===== src/rtl/shifter_pkg.sv =====
// Shared types and elaboration helpers for the pipelined barrel shifter.
package shifter_pkg;

    typedef enum logic [1:0] {
        SH_SLL = 2'b00,
        SH_SRL = 2'b01,
        SH_SRA = 2'b10,
        SH_ROR = 2'b11
    } shift_op_e;

    // Width of the shift-amount field (number of log stages) for a data width.
    function automatic int shamt_w(input int width);
        return $clog2(width);
    endfunction

    // Log-stage index at which pipeline register j sits: ceil(sh_w*j/pipe_stages).
    function automatic int stage_boundary(input int j, input int sh_w, input int pipe_stages);
        return (sh_w * j + pipe_stages - 1) / pipe_stages;
    endfunction

endpackage


===== src/rtl/pipelined_shifter_if.sv =====
// Operand/result handshake bundle for pipelined_shifter.
interface pipelined_shifter_if
    import shifter_pkg::*;
#(
    parameter int WIDTH = 32,
    parameter int TAG_W = 5
);
    logic                     i_valid;
    logic                     o_ready;
    logic [WIDTH-1:0]         i_data;
    logic [$clog2(WIDTH)-1:0] i_shamt;
    shift_op_e                i_op;
    logic [TAG_W-1:0]         i_tag;
    logic                     o_valid;
    logic                     i_ready;
    logic [WIDTH-1:0]         o_data;
    logic [TAG_W-1:0]         o_tag;

    modport master (
        output i_valid, i_data, i_shamt, i_op, i_tag, i_ready,
        input  o_ready, o_valid, o_data, o_tag
    );

    modport slave (
        input  i_valid, i_data, i_shamt, i_op, i_tag, i_ready,
        output o_ready, o_valid, o_data, o_tag
    );
endinterface


===== src/rtl/shifter_log_stage.sv =====
// One log stage of the right-shift core: shifts right by DIST when en_i is set,
// filling with fill_i, or rotating when rot_i is set. Purely combinational.
module shifter_log_stage #(
    parameter int WIDTH = 32,
    parameter int DIST  = 1
) (
    input  logic [WIDTH-1:0] data_i,
    input  logic             en_i,
    input  logic             fill_i,
    input  logic             rot_i,
    output logic [WIDTH-1:0] data_o
);
    // Select between pass-through, fill shift and rotate.
    always_comb begin
        data_o = data_i;
        if (en_i) begin
            if (rot_i) begin
                data_o = {data_i[DIST-1:0], data_i[WIDTH-1:DIST]};
            end else begin
                data_o = {{DIST{fill_i}}, data_i[WIDTH-1:DIST]};
            end
        end
    end
endmodule


===== src/rtl/pipelined_shifter.sv =====
// Pipelined barrel shifter (SLL/SRL/SRA, optional ROR) with valid/ready on both sides.
// Define SHIFTER_ROTATE_EN to make op 11 a rotate-right; otherwise op 11 yields zero.
// SLL runs through the right-shift core by bit-reversing at entry and before the last register.
module pipelined_shifter
    import shifter_pkg::*;
#(
    parameter int WIDTH       = 32,
    parameter int PIPE_STAGES = 2,
    parameter int TAG_W       = 5
) (
    input  logic                i_clk,
    input  logic                i_reset,
    pipelined_shifter_if.slave  bus
);
    localparam int SH_W = shamt_w(WIDTH);
    localparam int P    = PIPE_STAGES;

    function automatic logic [WIDTH-1:0] bit_rev(input logic [WIDTH-1:0] d);
        logic [WIDTH-1:0] r;
        r = '0;
        for (int i = 0; i < WIDTH; i++) begin
            r[i] = d[WIDTH-1-i];
        end
        return r;
    endfunction

    logic [P-1:0]     valid_q;
    logic [P-1:0]     in_valid;
    logic [P-1:0]     adv;
    logic [P-1:0]     load;
    logic [WIDTH-1:0] data_q  [P];
    logic [WIDTH-1:0] data_d  [P];
    logic [TAG_W-1:0] tag_q   [P];
    logic [TAG_W-1:0] tag_d   [P];
    logic [SH_W-1:0]  shamt_q [P];
    logic [SH_W-1:0]  shamt_d [P];
    logic [P-1:0]     rev_q, rev_d;
    logic [P-1:0]     fill_q, fill_d;
    logic [P-1:0]     rot_q, rot_d;

    logic [WIDTH-1:0] entry_data;
    logic             entry_rev;
    logic             entry_fill;
    logic             entry_rot;

    // Decode the op at acceptance into per-beat control bits; sign is captured here.
    always_comb begin
        entry_rev  = (bus.i_op == SH_SLL);
        entry_fill = (bus.i_op == SH_SRA) & bus.i_data[WIDTH-1];
        entry_data = entry_rev ? bit_rev(bus.i_data) : bus.i_data;
`ifdef SHIFTER_ROTATE_EN
        entry_rot  = (bus.i_op == SH_ROR);
`else
        entry_rot  = 1'b0;
        if (bus.i_op == SH_ROR) begin
            entry_data = '0;
        end
`endif
    end

    for (genvar j = 0; j < P; j++) begin : g_stage
        localparam int LO = stage_boundary(j, SH_W, P);
        localparam int HI = stage_boundary(j + 1, SH_W, P);

        logic [WIDTH-1:0] src_data;
        logic [SH_W-1:0]  src_shamt;
        logic [TAG_W-1:0] src_tag;
        logic             src_rev;
        logic             src_fill;
        logic             src_rot;
        logic [WIDTH-1:0] chain [SH_W+1];

        if (j == 0) begin : g_src
            assign src_data    = entry_data;
            assign src_shamt   = bus.i_shamt;
            assign src_tag     = bus.i_tag;
            assign src_rev     = entry_rev;
            assign src_fill    = entry_fill;
            assign src_rot     = entry_rot;
            assign in_valid[j] = bus.i_valid;
        end else begin : g_src
            assign src_data    = data_q[j-1];
            assign src_shamt   = shamt_q[j-1];
            assign src_tag     = tag_q[j-1];
            assign src_rev     = rev_q[j-1];
            assign src_fill    = fill_q[j-1];
            assign src_rot     = rot_q[j-1];
            assign in_valid[j] = valid_q[j-1];
        end

        assign chain[0] = src_data;
        for (genvar k = 0; k < SH_W; k++) begin : g_log
            if (k >= LO && k < HI) begin : g_on
                shifter_log_stage #(
                    .WIDTH (WIDTH),
                    .DIST  (2 ** k)
                ) u_log (
                    .data_i (chain[k]),
                    .en_i   (src_shamt[k]),
                    .fill_i (src_fill),
                    .rot_i  (src_rot),
                    .data_o (chain[k+1])
                );
            end else begin : g_thru
                assign chain[k+1] = chain[k];
            end
        end

        // The last register drives o_data, so SLL un-reversal happens ahead of it.
        if (j == P - 1) begin : g_out
            assign data_d[j] = src_rev ? bit_rev(chain[SH_W]) : chain[SH_W];
        end else begin : g_mid
            assign data_d[j] = chain[SH_W];
        end
        assign tag_d[j]   = src_tag;
        assign shamt_d[j] = src_shamt;
        assign rev_d[j]   = src_rev;
        assign fill_d[j]  = src_fill;
        assign rot_d[j]   = src_rot;
    end

    // Occupancy: a stage advances when it holds a beat and the next slot frees up.
    always_comb begin
        adv      = '0;
        adv[P-1] = valid_q[P-1] & bus.i_ready;
        for (int j = P - 2; j >= 0; j--) begin
            adv[j] = valid_q[j] & (~valid_q[j+1] | adv[j+1]);
        end
        load = ~valid_q | adv;
    end

    // Stage registers; payload only captured when a beat actually moves in.
    always_ff @(posedge i_clk) begin
        if (i_reset) begin
            valid_q <= '0;
            rev_q   <= '0;
            fill_q  <= '0;
            rot_q   <= '0;
            for (int j = 0; j < P; j++) begin
                data_q[j]  <= '0;
                tag_q[j]   <= '0;
                shamt_q[j] <= '0;
            end
        end else begin
            for (int j = 0; j < P; j++) begin
                if (load[j]) begin
                    valid_q[j] <= in_valid[j];
                    if (in_valid[j]) begin
                        data_q[j]  <= data_d[j];
                        tag_q[j]   <= tag_d[j];
                        shamt_q[j] <= shamt_d[j];
                        rev_q[j]   <= rev_d[j];
                        fill_q[j]  <= fill_d[j];
                        rot_q[j]   <= rot_d[j];
                    end
                end
            end
        end
    end

    assign bus.o_ready = load[0];
    assign bus.o_valid = valid_q[P-1];
    assign bus.o_data  = data_q[P-1];
    assign bus.o_tag   = tag_q[P-1];

endmodule

===== src/flat_wrapper.sv =====
// flat-port wrapper written by rule: the top's interface ports become plain ports
module pipelined_shifter_flat import shifter_pkg::*;
#(
    parameter int WIDTH       = 32,
    parameter int PIPE_STAGES = 2,
    parameter int TAG_W       = 5
)
  (i_clk, i_reset, bus_i_valid, bus_i_data, bus_i_shamt, bus_i_op, bus_i_tag, bus_i_ready, bus_o_ready, bus_o_valid, bus_o_data, bus_o_tag);
  pipelined_shifter_if #(.WIDTH(WIDTH), .TAG_W(TAG_W)) bus_i ();
  input  logic i_clk;
  input  logic i_reset;
  input wire logic [$bits(bus_i.i_valid)-1:0] bus_i_valid;
  input wire logic [$bits(bus_i.i_data)-1:0] bus_i_data;
  input wire logic [$bits(bus_i.i_shamt)-1:0] bus_i_shamt;
  input wire logic [$bits(bus_i.i_op)-1:0] bus_i_op;
  input wire logic [$bits(bus_i.i_tag)-1:0] bus_i_tag;
  input wire logic [$bits(bus_i.i_ready)-1:0] bus_i_ready;
  output wire logic [$bits(bus_i.o_ready)-1:0] bus_o_ready;
  output wire logic [$bits(bus_i.o_valid)-1:0] bus_o_valid;
  output wire logic [$bits(bus_i.o_data)-1:0] bus_o_data;
  output wire logic [$bits(bus_i.o_tag)-1:0] bus_o_tag;
  assign bus_i.i_valid = bus_i_valid;
  assign bus_i.i_data = bus_i_data;
  assign bus_i.i_shamt = bus_i_shamt;
  assign bus_i.i_op = bus_i_op;
  assign bus_i.i_tag = bus_i_tag;
  assign bus_i.i_ready = bus_i_ready;
  assign bus_o_ready = bus_i.o_ready;
  assign bus_o_valid = bus_i.o_valid;
  assign bus_o_data = bus_i.o_data;
  assign bus_o_tag = bus_i.o_tag;
  pipelined_shifter #(.WIDTH(WIDTH), .PIPE_STAGES(PIPE_STAGES), .TAG_W(TAG_W)) u_core (.i_clk(i_clk), .i_reset(i_reset), .bus(bus_i));
endmodule

===== config.mk =====
export PLATFORM = sky130hd
export DESIGN_NAME = pipelined_shifter_flat
export DESIGN_NICKNAME = d
export VERILOG_FILES = /design/src/rtl/shifter_pkg.sv /design/src/rtl/pipelined_shifter_if.sv /design/src/rtl/shifter_log_stage.sv /design/src/rtl/pipelined_shifter.sv /design/src/flat_wrapper.sv
export SDC_FILE = /design/constraint.sdc
export NUM_CORES = 1
export LEC_CHECK = 0
export CAP_MARGIN = 10
export CORE_MARGIN = 3
export CORE_UTILIZATION = 60
export DETAILED_ROUTE_END_ITERATION = 12
export PLACE_DENSITY_LB_ADDON = 0.05
export SLEW_MARGIN = 15
export SYNTH_ARGS = -nofsm -noshare
export SYNTH_HDL_FRONTEND = slang
export SYNTH_SLANG_ARGS = --single-unit
export TNS_END_PERCENT = 100

===== constraint.sdc =====
create_clock -name i_clk -period 4.92 [get_ports i_clk]
set_input_delay 0.738 -clock i_clk [delete_from_list [all_inputs] [get_ports i_clk]]
set_output_delay 0.738 -clock i_clk [all_outputs]
set_load 0.02 [all_outputs]

# == Word level (Yosys, flattened, before mapping) ==
# Memory sizes are Yosys's and may differ from the RTL's.
# Index checks and enable logic that the tools add are counted.
# word_totals
mem_count,3
romBits,0
latchBits,0
regBits,4
mem_bits_rw,84
in_bits,48
# op_classes
eq_ne,2
reduce_logical,2
magnitude_cmp,0
div,0
shifts,0
mux,24
add_sub_neg,0
bitwise_logic,13
n_mul,0
# mem_list
memory,words,word_bits,read_ports,rd_ports_with_merged_regs,write_ports,line_no,rtl
u_core.data_q,2,32,2,0,2,pipelined_shifter.sv:31,logic [WIDTH-1:0] data_q [P];
u_core.shamt_q,2,5,1,0,2,pipelined_shifter.sv:35,logic [SH_W-1:0] shamt_q [P];
u_core.tag_q,2,5,2,0,2,pipelined_shifter.sv:33,logic [TAG_W-1:0] tag_q [P];
# ops
cell,n
$mux 32,10
$mux 5,4
$mux 1,10
$or 1x1->1,7
$eq 2x2->1 const B,2
$and 1x1->1,3
$logic_not 2->1,1
$not 2->2,1
$or 2x2->2,1
$reduce_and 2->1,1
$not 1->1,1

# == Depth between registers and ports, before layout ==
# depth
depth_word,8
depth_mapped,9

# == Modules after synthesis ==
# Synthesis repeated with hierarchy kept, for this count alone.
# unflattened
hier_cells,632
area_unflattened_um2,7033.0
# by_module_without_submodules
module,n_inst,area_per_inst_um2,cells_per_inst,seq_area_each_um2
pipelined_shifter,1,4249.1,380,2362.3
shifter_log_stage (u_core.g_stage[1].g_log[4].g_on.u_log),1,643.1,74,0.0
shifter_log_stage (u_core.g_stage[0].g_log[0].g_on.u_log),1,544.3,38,0.0
shifter_log_stage (u_core.g_stage[0].g_log[2].g_on.u_log),1,540.5,45,0.0
shifter_log_stage (u_core.g_stage[0].g_log[1].g_on.u_log),1,535.5,40,0.0
shifter_log_stage (u_core.g_stage[1].g_log[3].g_on.u_log),1,520.5,55,0.0

# == Least setup slack after synthesis ==
# No wires, ideal clock.
# synth_timing
path_type,input-to-reg
from,input bus_i_ready
to,memory u_core.data_q[1][0] (netlist: u_core.data_q[0][32]) (enable)
setup_slack_ps,1942
stages,2
path_buffers,0
arrival_time_ps,2539
required_ps,4481
setup_time_ps,439
cell_sequence,nor2b_1 o21bai_1
# synth_lines
item,line_no,rtl
start: declaration,flat_wrapper.sv:17,input wire logic [$bits(bus_i.i_ready)-1:0] bus_i_ready;
end: declaration,pipelined_shifter.sv:31,

==> flow_metrics.tcl <==
set metrics [dict create \
    outcome "completed" \
    layout-area-overhead-vs-synth_pct 13.42 \
    min_path_cells 2 \
    final_nets 663 \
    synth.area.top_cells "edfxtp_1 (38%), mux2i_1 (9.2%), mux4_2 (6.7%)" \
    overflow 0 \
    ys_seq_area_share_pct 38.86 \
    cts_made_buffers 9 \
    fin_ws_ps 1746 \
    fmax_ghz 0.3150 \
    synthFlopType "edfxtp_1" \
    antenna_found_initial 0 \
    yosysWarnings 0 \
    setup_viol 0 \
    cp-end-kind "flip-flop" \
    wl_per_cell_microns 19.00 \
    slew_violations 0 \
    synth_area_sq_um 6078 \
    core_area_sq_um 9819 \
    hpwlAfterDp_microns 10930 \
    synthArstFlopShare_pct 0 \
    reg2reg_depth 5 \
    finalHoldViolations 0 \
    min_path_type "reg2reg" \
    ys_types 56 \
    grt_usage_pct 25.55 \
    critical_path_buf_inv_count 3 \
    start_util_pct 61.90 \
    grt_pass1_wl_microns 22830 \
    arrival_ps 3250 \
    timing.rr.end "u_core.data_q[0][15]" \
    nFillCells 758 \
    synthTopCellsByCount "edfxtp_1 (76), mux2i_1 (56), a21oi_1 (54)" \
    die-area_sq_um 11370 \
    p_leak_nw 2.489 \
    clockBufferDepth 2 \
    netlist_instances 593 \
    r2r_start "u_core.valid_q[1]" \
    first_global_vias 4406 \
    yosysMostFrequentCell "edfxtp_1" \
    hold_end "u_core.valid_q[1]" \
    first_iter_violations 379 \
    rsz0062_at_grt "no" \
    ctsHoldBuffers 0 \
    n_antenna_cell 0 \
    gp_congestion 0.9752 \
    ant_nets 0 \
    synth.largest_area_cell "edfxtp_1" \
    max_stage_delay_ps 740 \
    slowest_stage "clkdlybuf4s50_1" \
    cts_resized 0 \
    hold-worst-slack_ps 506.1 \
    relSlewSlack_pct 31.67 \
    rows 36 \
    critPathMaxFanout 19 \
    maxCapViolCount 0 \
    grt_max_degree 66 \
    regArea_sq_um 2362 \
    clkLatencyLatePin_ps 350 \
    firstDrtPassIters 5 \
    clock_sinks 80 \
    worstMarginPinSlew_ps 1022 \
    reg2reg_slack_ps 2540 \
    fin_tns_setup_ps 0 \
    cpMostUsedCell "a211oi_1" \
    viasPerCell 6.270 \
    vias 4721 \
    peakVddDrop_uv 155.9 \
    multi_input_area_sq_um 3183 \
    htreeDepth 3 \
    post-route-period-util_pct 64.52 \
    drc_errors 0 \
    fp.dieH_microns 106.7 \
    clkTransAtPathRegs_ps 80 \
    synth_edf_count 76 \
    drive_gt1_share_pct 12.58 \
    required_ps 5000 \
    io-pin-count 87 \
    crit_family "buffers and inverters" \
    routed_wirelength_microns 14310 \
    syn_nets 641 \
    synth-seq-cells 80 \
    avgSynthCellArea_sq_um 10.25 \
    pre_cts_slack_ps 1430 \
    portBuffers 86 \
    critPathLaunchType "input port" \
    hold_start "u_core.valid_q[0]" \
    post-cts-setup-buffers 0 \
    skew_ps 13.06 \
    cts_root_buf "clkbuf_8" \
    p_per_area_nw_per_um2 276.3 \
    yosys.area.top_type_share_pct 37.55 \
    crit_chain "clkdlybuf4s50_1 -> inv_1 -> buf_4 -> mux2_2 -> a211oi_1 -> a211oi_1" \
    cts_tree "built" \
    path_class "in2reg" \
    die_w_microns 106.7 \
    layout_min_cycle_time_ps 3174 \
]
-- worst max-delay path by stage --
stage | slack [ps] | cells after the start | start | endpoint
3_3_place_gp | 1540 | 6 | bus_i_op[0] | u_core.data_q[0][25]
4_1_cts | 1810 | 6 | bus_i_shamt[1] | u_core.data_q[0][27]
3_5_place_dp | 1430 | 6 | bus_i_shamt[1] | u_core.data_q[0][27]
5_1_grt | 1650 | 6 | bus_i_shamt[1] | u_core.data_q[0][27]
6_report | 1750 | 6 | bus_i_shamt[1] | u_core.data_q[0][27]
2_1_floorplan | 1940 | 2 | bus_i_ready | u_core.data_q[0][32]
-- final cells by class --
type,count,share of cell area (%)
inverter,8,0.4356
clock buffer,12,2.105
timing repair buffer,96,13.50
tap,133,2.414
sequential,80,34.27
multi-input combinational,420,46.17
clock inverter,4,1.107
-- tightest hold or removal path, cell delays in order (launching register included) --
cell	delay [ps]
dfxtp_1	330
nor2_1	110
nor2_1	40
-- registers in the layout (all words and copies together) (netlist names) --
register,count
u_core.data_q,64
u_core.tag_q,10
u_core.shamt_q,2
u_core.valid_q,2
u_core.fill_q,1
u_core.rev_q,1
-- stage by stage --
step / cells / power (mW) / utilization (%) / area, sq um
2_1_floorplan: 593 / 1.226 / - / 6078
3_3_place_gp: 737 / 1.361 / 67.95 / 6673
3_5_place_dp: 737 / 1.374 / 67.95 / 6673
4_1_cts: 753 / 1.909 / 70.21 / 6894
5_1_grt: 753 / 1.989 / 70.21 / 6894
6_report: 753 / 1.905 / 70.21 / 6894
-- placed cells by master, fill, tap and decap left out, types with 6 or more instances in the layout --
master	synthesis	layout
a211oi_1	20	20
a21oi_1	54	54
a22oi_1	11	11
and2_1	14	14
buf_4	36	10
clkbuf_8	0	10
clkdlybuf4s50_1	0	85
edfxtp_1	76	76
inv_1	6	6
mux2_2	25	25
mux2i_1	56	56
mux4_2	18	18
nand2_1	20	20
nand2b_1	20	20
nand3b_1	12	12
nor2_1	42	42
nor2b_1	30	30
o211ai_1	10	10
o21ai_0	22	22
o22ai_1	15	15
-- metal layers --
| metal | part of all wire, % | track usage (%) | wire length (microns) | up-vias |
|---|---|---|---|---|
| met2 | 49 | 42.13 | 7005 | 212 |
| met5 | 0 | 0 | 0 | - |
| met3 | 6.0 | 4.576 | 860 | 39 |
| met1 | 41 | 32.20 | 5796 | 2232 |
| met4 | 4.5 | 13.33 | 644 | 0 |
| li1 | - | - | - | 2238 |
-- cell families (layout without fill, tap and decap cells) --
family | Yosys count | in the layout | share of synthesized area [%]
AO/OA/AOI/OAI | 163 | 163 | 17.15
XOR/XNOR | 1 | 1 | 0.1441
buffers and inverters | 93 | 120 | 8.954
flip-flops | 80 | 80 | 38.86
multiplexers | 103 | 103 | 21.45
AND/OR/NAND/NOR | 153 | 153 | 13.44
-- power breakdown --
group          total [mW]  internal [mW]  switching, mW
clock network       0.540          0.302          0.238
logic               0.520          0.237          0.284
registers           0.844          0.813         0.0310
No activity file was read; power rests on OpenSTA's default activity.
